`src/rtl/cpu_pkg.sv`:
```
// Shared datapath constants and helpers for the CPU datapath blocks.
package cpu_pkg;

    // Default datapath width.
    localparam int unsigned DATA_W = 32;

    // Arbitration mode selectors.
    localparam int unsigned ARB_FIXED = 0;
    localparam int unsigned ARB_RR    = 1;

    // Ceiling log2, for tools that lack $clog2. clog2(1) = 0.
    function automatic int unsigned clog2(input int unsigned value);
        int unsigned result;
        result = 0;
        for (int i = 0; i < 32; i++) begin
            if ((64'(1) << i) < 64'(value)) begin
                result = i + 1;
            end
        end
        return result;
    endfunction

endpackage

```
`src/rtl/rr_arbiter.sv`:
```
// Combinational N-way arbiter: fixed priority (lowest index) or round-robin
// starting at ptr, built as a double-width masked priority search.
module rr_arbiter
    import cpu_pkg::*;
#(
    parameter int unsigned N     = 4,
    parameter int unsigned RR    = ARB_RR,
    parameter int unsigned SEL_W = clog2(N)
) (
    input  logic [N-1:0]     req,
    input  logic [SEL_W-1:0] ptr,
    output logic [N-1:0]     grant,
    output logic [SEL_W-1:0] grant_idx
);

    logic [N-1:0]   mask;
    logic [2*N-1:0] req_dbl;
    logic           found;

    // Low half keeps only requests at or above the pointer; the high half is the
    // full request vector, which supplies the wrap-around candidates.
    always_comb begin
        mask = '0;
        for (int i = 0; i < N; i++) begin
            if (RR == ARB_RR) begin
                mask[i] = (i >= int'(ptr));
            end else begin
                mask[i] = 1'b1;
            end
        end
        req_dbl = {req, req & mask};
    end

    // First set bit of the doubled vector, folded back into 0..N-1.
    always_comb begin
        found     = 1'b0;
        grant_idx = '0;
        for (int k = 0; k < 2 * N; k++) begin
            if (!found && req_dbl[k]) begin
                found     = 1'b1;
                grant_idx = SEL_W'(k % N);
            end
        end
    end

    // One-hot expansion of the winning index.
    always_comb begin
        grant = '0;
        for (int i = 0; i < N; i++) begin
            grant[i] = found && (grant_idx == SEL_W'(i));
        end
    end

endmodule

```
`src/rtl/rr_arb_mux.sv`:
```
// N-input registered multiplexer with an internal arbiter, valid/ready on both
// sides and a single output register stage that refills in the draining cycle.
module rr_arb_mux
    import cpu_pkg::*;
#(
    parameter int unsigned WIDTH = DATA_W,
    parameter int unsigned N     = 4,
    parameter int unsigned RR    = ARB_RR,
    parameter int unsigned SEL_W = clog2(N)
) (
    input  logic               clk,
    input  logic               rst,
    input  logic [N-1:0]       in_valid,
    input  logic [N*WIDTH-1:0] in_data,
    output logic [N-1:0]       in_ready,
    output logic               out_valid,
    output logic [WIDTH-1:0]   out_data,
    output logic [SEL_W-1:0]   out_sel,
    input  logic               out_ready
);

    // Elaboration-time parameter sanity.
    if (N < 2 || N > 16) begin : g_bad_n
        $error("rr_arb_mux: N must be within 2..16");
    end
    if (RR != ARB_FIXED && RR != ARB_RR) begin : g_bad_rr
        $error("rr_arb_mux: RR must be 0 or 1");
    end

    logic [N-1:0]     grant;
    logic [SEL_W-1:0] grant_idx;
    logic             load_en;
    logic             xfer;
    logic [WIDTH-1:0] sel_data;

    logic             out_valid_q, out_valid_d;
    logic [WIDTH-1:0] out_data_q, out_data_d;
    logic [SEL_W-1:0] out_sel_q, out_sel_d;
    logic [SEL_W-1:0] ptr_q, ptr_d;

    rr_arbiter #(
        .N     (N),
        .RR    (RR),
        .SEL_W (SEL_W)
    ) u_arbiter (
        .req       (in_valid),
        .ptr       (ptr_q),
        .grant     (grant),
        .grant_idx (grant_idx)
    );

    // Stage can take a beat when empty or when the current beat drains now.
    // in_ready is held low during reset even though the stage reads as empty.
    always_comb begin
        load_en  = !out_valid_q || out_ready;
        in_ready = '0;
        if (!rst) begin
            in_ready = grant & {N{load_en}};
        end
        // Grant is a subset of in_valid, so any ready bit is a transfer.
        xfer = |in_ready;
    end

    // One-hot AND-OR data select driven by the grant vector.
    always_comb begin
        sel_data = '0;
        for (int i = 0; i < N; i++) begin
            if (grant[i]) begin
                sel_data = in_data[i*WIDTH +: WIDTH];
            end
        end
    end

    // Output stage and round-robin pointer next state.
    always_comb begin
        out_valid_d = out_valid_q;
        out_data_d  = out_data_q;
        out_sel_d   = out_sel_q;
        ptr_d       = ptr_q;
        if (load_en) begin
            if (xfer) begin
                out_valid_d = 1'b1;
                out_data_d  = sel_data;
                out_sel_d   = grant_idx;
                if (RR == ARB_RR) begin
                    if (grant_idx == SEL_W'(N - 1)) begin
                        ptr_d = '0;
                    end else begin
                        ptr_d = grant_idx + 1'b1;
                    end
                end
            end else begin
                // Drain with nothing to replace it: data and index keep their value.
                out_valid_d = 1'b0;
            end
        end
    end

    // State registers with asynchronous reset discarding any pending beat.
    always_ff @(posedge clk or posedge rst) begin
        if (rst) begin
            out_valid_q <= 1'b0;
            out_data_q  <= '0;
            out_sel_q   <= '0;
            ptr_q       <= '0;
        end else begin
            out_valid_q <= out_valid_d;
            out_data_q  <= out_data_d;
            out_sel_q   <= out_sel_d;
            ptr_q       <= ptr_d;
        end
    end

    assign out_valid = out_valid_q;
    assign out_data  = out_data_q;
    assign out_sel   = out_sel_q;

endmodule

```
`config.mk`:
```
export PLATFORM = sky130hd
export DESIGN_NAME = rr_arb_mux
export DESIGN_NICKNAME = d
export VERILOG_FILES = /design/src/rtl/cpu_pkg.sv /design/src/rtl/rr_arbiter.sv /design/src/rtl/rr_arb_mux.sv
export SDC_FILE = /design/constraint.sdc
export NUM_CORES = 1
export LEC_CHECK = 0
export BUFFER_PORTS_ARGS = -buffer_cell sky130_fd_sc_hd__buf_2
export CORE_MARGIN = 2
export CORE_UTILIZATION = 43
export DETAILED_ROUTE_END_ITERATION = 12
export GPL_ROUTABILITY_DRIVEN = 0
export PLACE_DENSITY = 0.82
export SYNTH_ARGS = -nofsm -noshare
export SYNTH_HDL_FRONTEND = slang
export SYNTH_SLANG_ARGS = --single-unit
```
`constraint.sdc`:
```
create_clock -name clk -period 2.85 [get_ports clk]
set_clock_uncertainty 0.1 [all_clocks]
set_input_delay 0.7125 -clock clk [delete_from_list [all_inputs] [get_ports clk]]
set_output_delay 0.7125 -clock clk [all_outputs]
set_load 0.03 [all_outputs]
```
==> results of run 1 <==
[critical path: cells and delay by family]
kind	cells	cell delay [ps]
buffers and inverters	3	410
and+or+nand+nor	2	180
adders and majority gates	1	190
AOI/OAI and AO/OA	1	280
muxes	1	270
[power groups by stage]
stage | registers (mW) | logic (mW) | clock network (mW)
5_1_grt | 0.959 | 2.69 | 0.437
3_3_place_gp | 0.925 | 2.36 | 0
4_1_cts | 0.925 | 2.45 | 0.410
6_report | 0.929 | 2.49 | 0.402
3_5_place_dp | 0.931 | 2.42 | 0
2_1_floorplan | 1.41 | 1.22 | 0
[stage by stage]
step	area [um^2]	hold slack, ps	util (%)
final	3814	366.1	64.41
after CTS	3787	366.9	63.97
after floorplan	2639	484.9	-
after global placement	3646	358.9	61.58
after global routing	3814	383.2	64.41
after detailed placement	3646	369.6	61.58
[area by class of cell]
cell class	instances	area (um^2)	area share, %
multi-input combinational	261	1577	41.34
timing repair buffer	200	1090	28.58
sequential	37	925.9	24.28
clock buffer	7	96.34	2.526
tap	75	93.84	2.461
inverter	6	26.28	0.6890
clock inverter	1	5.005	0.1312
[synth_stat cells (all sizes together), types with 2 or more instances]
master / number / area [um^2]
and2: 3 / 21.27
nand3: 26 / 130.1
a21o: 7 / 52.55
buf: 17 / 121.4
inv: 6 / 22.52
o21ai: 18 / 90.08
dfrtp: 37 / 925.9
nand2: 46 / 172.7
ha: 2 / 25.02
clkbuf: 12 / 45.04
a221oi: 8 / 70.07
o21a: 2 / 16.27
nor2: 32 / 120.1
nor2b: 2 / 12.51
a21oi: 78 / 416.7
a311o: 25 / 250.2
[kinds of logic (layout without fill, tap and decap cells)]
logic type	count (synthesis)	count (layout)	share of synthesized area, %
buf+inv	35	214	7.176
simple gates	113	113	18.73
fa+ha+maj	2	2	0.9504
compound gates	145	145	37.55
flops	37	37	35.17
mux	1	1	0.4277
[sequential cells by signal, summed over array words and instances, names as in the netlist]
register,flops
out_valid,1
ptr_q,2
out_data,32
out_sel,2
[final timing paths]
kind | to | startpoint | cells after the start
setup / recovery | in_ready[3] | in_valid[0] | 8
hold / removal | out_data[11]$_DFFE_PP0P_ | rst | 3
setup reg to reg | ptr_q[0]$_DFFE_PP0P_ | ptr_q[1]$_DFFE_PP0P_ | 9
hold reg to reg | out_data[19]$_DFFE_PP0P_ | out_data[19]$_DFFE_PP0P_ | 2
max in group asynchronous | out_data[24]$_DFFE_PP0P_ | rst | 3
min in group clk | out_data[19]$_DFFE_PP0P_ | out_data[19]$_DFFE_PP0P_ | 2
[routing by layer]
metal | share of wire, % | vias up | wire length, um
li1 | - | 1579 | -
met1 | 38 | 1601 | 3543
met2 | 53 | 170 | 4917
met3 | 7.4 | 21 | 693
met4 | 2.2 | 0 | 202
met5 | 0 | - | 0
[what timing repair did]
action	in CTS	in global routing
pin swaps	3	2
cloned	0	0
buffers inserted	1	0
gates resized for setup	11	5
endpoints found under the setup margin	2	2
==> results.ini, run 1 <==
[power_and_ir_drop]
peakVddDrop_v = 0.0005755
swShare_pct = 49.97
total_leakage_power_nw = 1.872
combPwrFrac_pct = 65.2
sequentialPowerShare_pct = 24.3
internal_power_mw = 1.912
clock_power_share_pct = 10.5
switching_power_summed_over_all_nets_mw = 1.909
p_total_mw = 3.821
p_per_cell_area_nw_per_um2 = 1002

[clock_tree]
tritoncts = yes
clock-root-buffer = clkbuf_8
clk_latency_ps = 290
cts-root-to-sink-buffers = 2
cts_made_buffers = 5
cts.clk_slew.worst_paths_ps = 70
clock_sinks = 37
cts-htree-levels = 2
cts_hold_buf = 0

[global_routing]
grt.total_usage_pct = 27.59
via_count_of_the_first_global_routing_pass = 3243
global_route.peak_usage_layer = met2
grtUsageMet3_pct = 5.435
globalRoute.totalOverflow = 0
grt_antenna_before_repair = 0
grt_start_max_net_pins = 35
grt_util_met2_pct = 48.63
globalRouteMet1Util_pct = 32.92
grt_pass1_wl_um = 14480

[worst_setup_path]
reg2reg_setup_slack_ps = 210
cp_data_arrival_time_ps = 2030
slowest_stage = a221oi_2
setup.worst_path.start_class = primary input
critical-path-max-stage-delay_ps = 280
timing.critical_path.required_ps = 2040
criticalPathCategory = primary input to output pin
worstPathMaxFanout = 3
crit_path_cell_trace = buf_2 -> mux2_4 -> a221oi_2 -> buf_4 -> ha_2 -> nand2_1 -> nor2_2 -> buf_6
worstSetupEndpointType = output pin

[finish]
relative_area_change_from_synthesis_to_final_layout_pct = 44.87
layout_common_cells = 171 x buf_2, 70 x a21oi_1, 45 x nand2_1
layout.cells.most_common = buf_2
num-nets-final = 648
fill_cells = 516
num_antenna_cells = 0
finalNonFillerCells = 587
drive_gt1_share_pct = 45.90

[hold_path]
hold_path.class = primary input to asynchronous set/reset pin

[detailed_routing]
final_antenna_net_count = 0
drc = 0
detail_route.iter0.violations = 203
drt-wirelength-per-cell_um = 15.94
wirelength_um = 9356
routed_via_density = 5.743
firstDrtPassIters = 5
routed-via-count = 3371

[synth]
portion_of_the_post_synthesis_area_used_by_sequential_elements_pct = 35.17
synth_area_per_cell_um2 = 7.905
syn_nets = 470
post_synth_instance_area_um2 = 2633
ys_async_sr_fraction_pct = 100.0
ys.flop_type = dfrtp_1
synth.lib_cells_used.distinct = 34
netlist_instances = 333
synth_edf_count = 0
synth.yosys.warnings = 0
postSynthRegisterBits = 37

[die]
floorplan.io_pins = 174
placement_rows = 28
die-width_um = 82.25
design.die.area_um2 = 6764
die_height_um = 82.25
floorplan.core_area_um2 = 5921
start_util_pct = 44.46

[place]
hpwl_um = 7043
preCtsSetupSlack_ps = -250.6
dp_cells = 578
place.port_buffers = 173

[timing]
max_slew_margin_pct = 44.43
fin_crit_sh_pct = 99.72
slew_violations = 0
setup_violations = 0
max_clock_freq_ghz = 0.3519
timing_worst_slew_pin_value_ps = 833.4
final_hold_fails = 0
finalSetupTns_ps = 0
grt_setup_unrepaired = true
final.setup.worst_slack_ps = 7.919
min_cycle_time_layout_ps = 2842

[run_status]
status = finished, final reports clean

[run]
drv.max_cap_violation_count = 0

Note: power is estimated with default switching activity, not from simulation.
==> run 2, diff against run 1 <==
ABC_AREA = 1   (was unset)
CORE_UTILIZATION = 48   (was 43)
CTS_BUF_LIST = sky130_fd_sc_hd__clkbuf_2   (was unset)
PLACE_DENSITY = 0.84   (was 0.82)
SLEW_MARGIN = 20   (was unset)
==> results.ini, run 2 <==
[run_status]
status = finished, final reports clean

[die]
die_height_um = 88.85
design.die.area_um2 = 7894
die-width_um = 88.85
start_util_pct = 50.31
floorplan.core_area_um2 = 6869
placement_rows = 30
floorplan.io_pins = 174

[detailed_routing]
detail_route.iter0.violations = 227
final_antenna_net_count = 0
drt-wirelength-per-cell_um = 13.19
drc = 0
routed_via_density = 4.945
wirelength_um = 11260
firstDrtPassIters = 5
routed-via-count = 4223

[worst_setup_path]
crit_path_cell_trace = nor2_1 -> nand2_1 -> nand2_2 -> nor2_4 -> nand3_2 -> nand2_4 -> inv_6 -> ha_4 -> nand2_4 -> nor2_4 -> buf_6
worstPathMaxFanout = 4
timing.critical_path.required_ps = 2040
worstSetupEndpointType = output pin
criticalPathCategory = register to output pin
slowest_stage = dfrtp_1
cp_data_arrival_time_ps = 1970
setup.worst_path.start_class = register
critical_path.startpoint = ptr_q[0]$_DFFE_PP0P_
regToRegStartpoint = ptr_q[0]$_DFFE_PP0P_
critical-path-max-stage-delay_ps = 410

[synth]
portion_of_the_post_synthesis_area_used_by_sequential_elements_pct = 26.79
synth_edf_count = 0
post-synth-top-count-cell = nand2_1
ys_top_cells_by_count = 201 x nand2_1, 88 x inv_1, 62 x nor2_1, 58 x nand3_1, 37 x dfrtp_1
ys_top_cells_by_area = dfrtp_1 27%, nand2_1 22%, inv_1 9.6%, nand3_1 8.4%, nor2_1 6.7%
synth_area_per_cell_um2 = 5.907
ys_async_sr_fraction_pct = 100.0
syn_nets = 722
ys.flop_type = dfrtp_1
post_synth_instance_area_um2 = 3456
postSynthRegisterBits = 37
synth.lib_cells_used.distinct = 26
netlist.top_cell.by_area = dfrtp_1
yosys.area.top_type_share_pct = 26.79
netlist_instances = 585
synth.yosys.warnings = 0

[clock_tree]
cts.clk_slew.worst_paths_ps = 200
cts_made_buffers = 5
clk_latency_ps = 380
tritoncts = yes
cts_hold_buf = 0
clock-root-buffer = clkbuf_2
cts-htree-levels = 2
cts-root-to-sink-buffers = 2
clock_sinks = 37

[place]
dp_cells = 837
preCtsSetupSlack_ps = -11.48
place.port_buffers = 173
hpwl_um = 8027

[timing]
grt_setup_unrepaired = true
min_cycle_time_layout_ps = 2783
fin_crit_sh_pct = 97.64
holdWs_ps = 390.4
final_hold_fails = 0
final.setup.worst_slack_ps = 67.15
setup_violations = 0
finalSetupTns_ps = 0
max_slew_margin_pct = 65.18
timing_worst_slew_pin_value_ps = 522.3
max_clock_freq_ghz = 0.3593
slew_violations = 0

[global_routing]
grt_pass1_wl_um = 16530
grt.total_usage_pct = 26.79
globalRoute.totalOverflow = 0
grt_antenna_before_repair = 0
via_count_of_the_first_global_routing_pass = 3809
grt_start_max_net_pins = 41

[power_and_ir_drop]
combPwrFrac_pct = 75.9
p_per_cell_area_nw_per_um2 = 1057
peakVddDrop_v = 0.0004820
switching_power_summed_over_all_nets_mw = 2.759
p_total_mw = 4.928
internal_power_mw = 2.169
swShare_pct = 55.99
sequentialPowerShare_pct = 19.3
total_leakage_power_nw = 2.861
clock_power_share_pct = 4.9

[finish]
relative_area_change_from_synthesis_to_final_layout_pct = 34.87
largest_reg_flops = 32
finalNonFillerCells = 854
fill_cells = 645
num-nets-final = 895
num_antenna_cells = 0
multi_input_area_um2 = 1987
layout.cells.most_common = nand2_1
layout_common_cells = 197 x nand2_1, 169 x buf_2, 87 x inv_1
final-seq-area_um2 = 925.9
drive_gt1_share_pct = 35.36

[run]
drv.max_cap_violation_count = 0

[hold_path]
hold_path.class = primary input to asynchronous set/reset pin

run 2: cell families after synthesis:
kind of cell	Yosys count	share of synthesized area (%)
buffers and inverters	143	17.70
AND/OR/NAND/NOR	371	48.37
flip-flops	37	26.79
adder cells (fa/ha/maj)	2	0.7240
AO/OA/AOI/OAI	32	6.408
run 2: power groups by stage:
stage          Clock, mW  Combinational [mW]  Sequential [mW]
4_1_cts            0.244                3.47            0.949
3_5_place_dp           0                3.43            0.961
6_report           0.240                3.74            0.949
3_3_place_gp           0                3.32            0.950
5_1_grt            0.259                4.15            0.977
2_1_floorplan          0                2.17             1.44
run 2: timing repair:
action | in CTS | in global routing
gates resized for setup | 7 | 26
pin swaps | 0 | 8
setup buffers | 0 | 8
gates cloned | 0 | 2
setup endpoints to repair | 4 | 4
run 2: cell type report:
cell class	instances	area share, %
clock buffer	6	0.6443
clock inverter	1	0.08054
inverter	109	9.074
multi-input combinational	405	42.63
sequential	37	19.87
tap	96	2.577
timing repair buffer	200	25.13
run 2: worst max-delay path: cells and delay by family, from the launching register on:
| kind | cells | cell delay, ps |
|---|---|---|
| adder cells (fa/ha/maj) | 1 | 170 |
| buffers and inverters | 2 | 200 |
| flip-flops | 1 | 410 |
| AND/OR/NAND/NOR | 8 | 810 |
run 2: path summary, 6_finish.rpt:
check / end / slack (ps) / cells past startpoint
max in group asynchronous: out_data[8]$_DFFE_PP0P_ / 1900 / 3
worst min-delay path: out_data[20]$_DFFE_PP0P_ / 390 / 3
min in group clk: out_valid$_DFFE_PP0N_ / 400 / 2
worst max register to register: out_data[1]$_DFFE_PP0P_ / 320 / 15
worst max-delay path: in_ready[0] / 70 / 11
worst min register to register: out_data[5]$_DFFE_PP0P_ / 440 / 2
run 2: layer usage:
| layer | vias up | GRT usage, % | wire length [um] |
|---|---|---|---|
| li1 | 2105 | - | - |
| met1 | 1900 | 33.03 | 4501 |
| met2 | 196 | 46.20 | 5666 |
| met3 | 22 | 4.664 | 850 |
| met4 | 0 | 10.74 | 244 |
| met5 | - | 0 | 0 |
run 2: stage by stage:
stage	instance area [um^2]	utilization, %
after global placement	4397	64.01
final	4661	67.85
after CTS	4454	64.85
after detailed placement	4397	64.01
after global routing	4661	67.85
after floorplan	3482	-
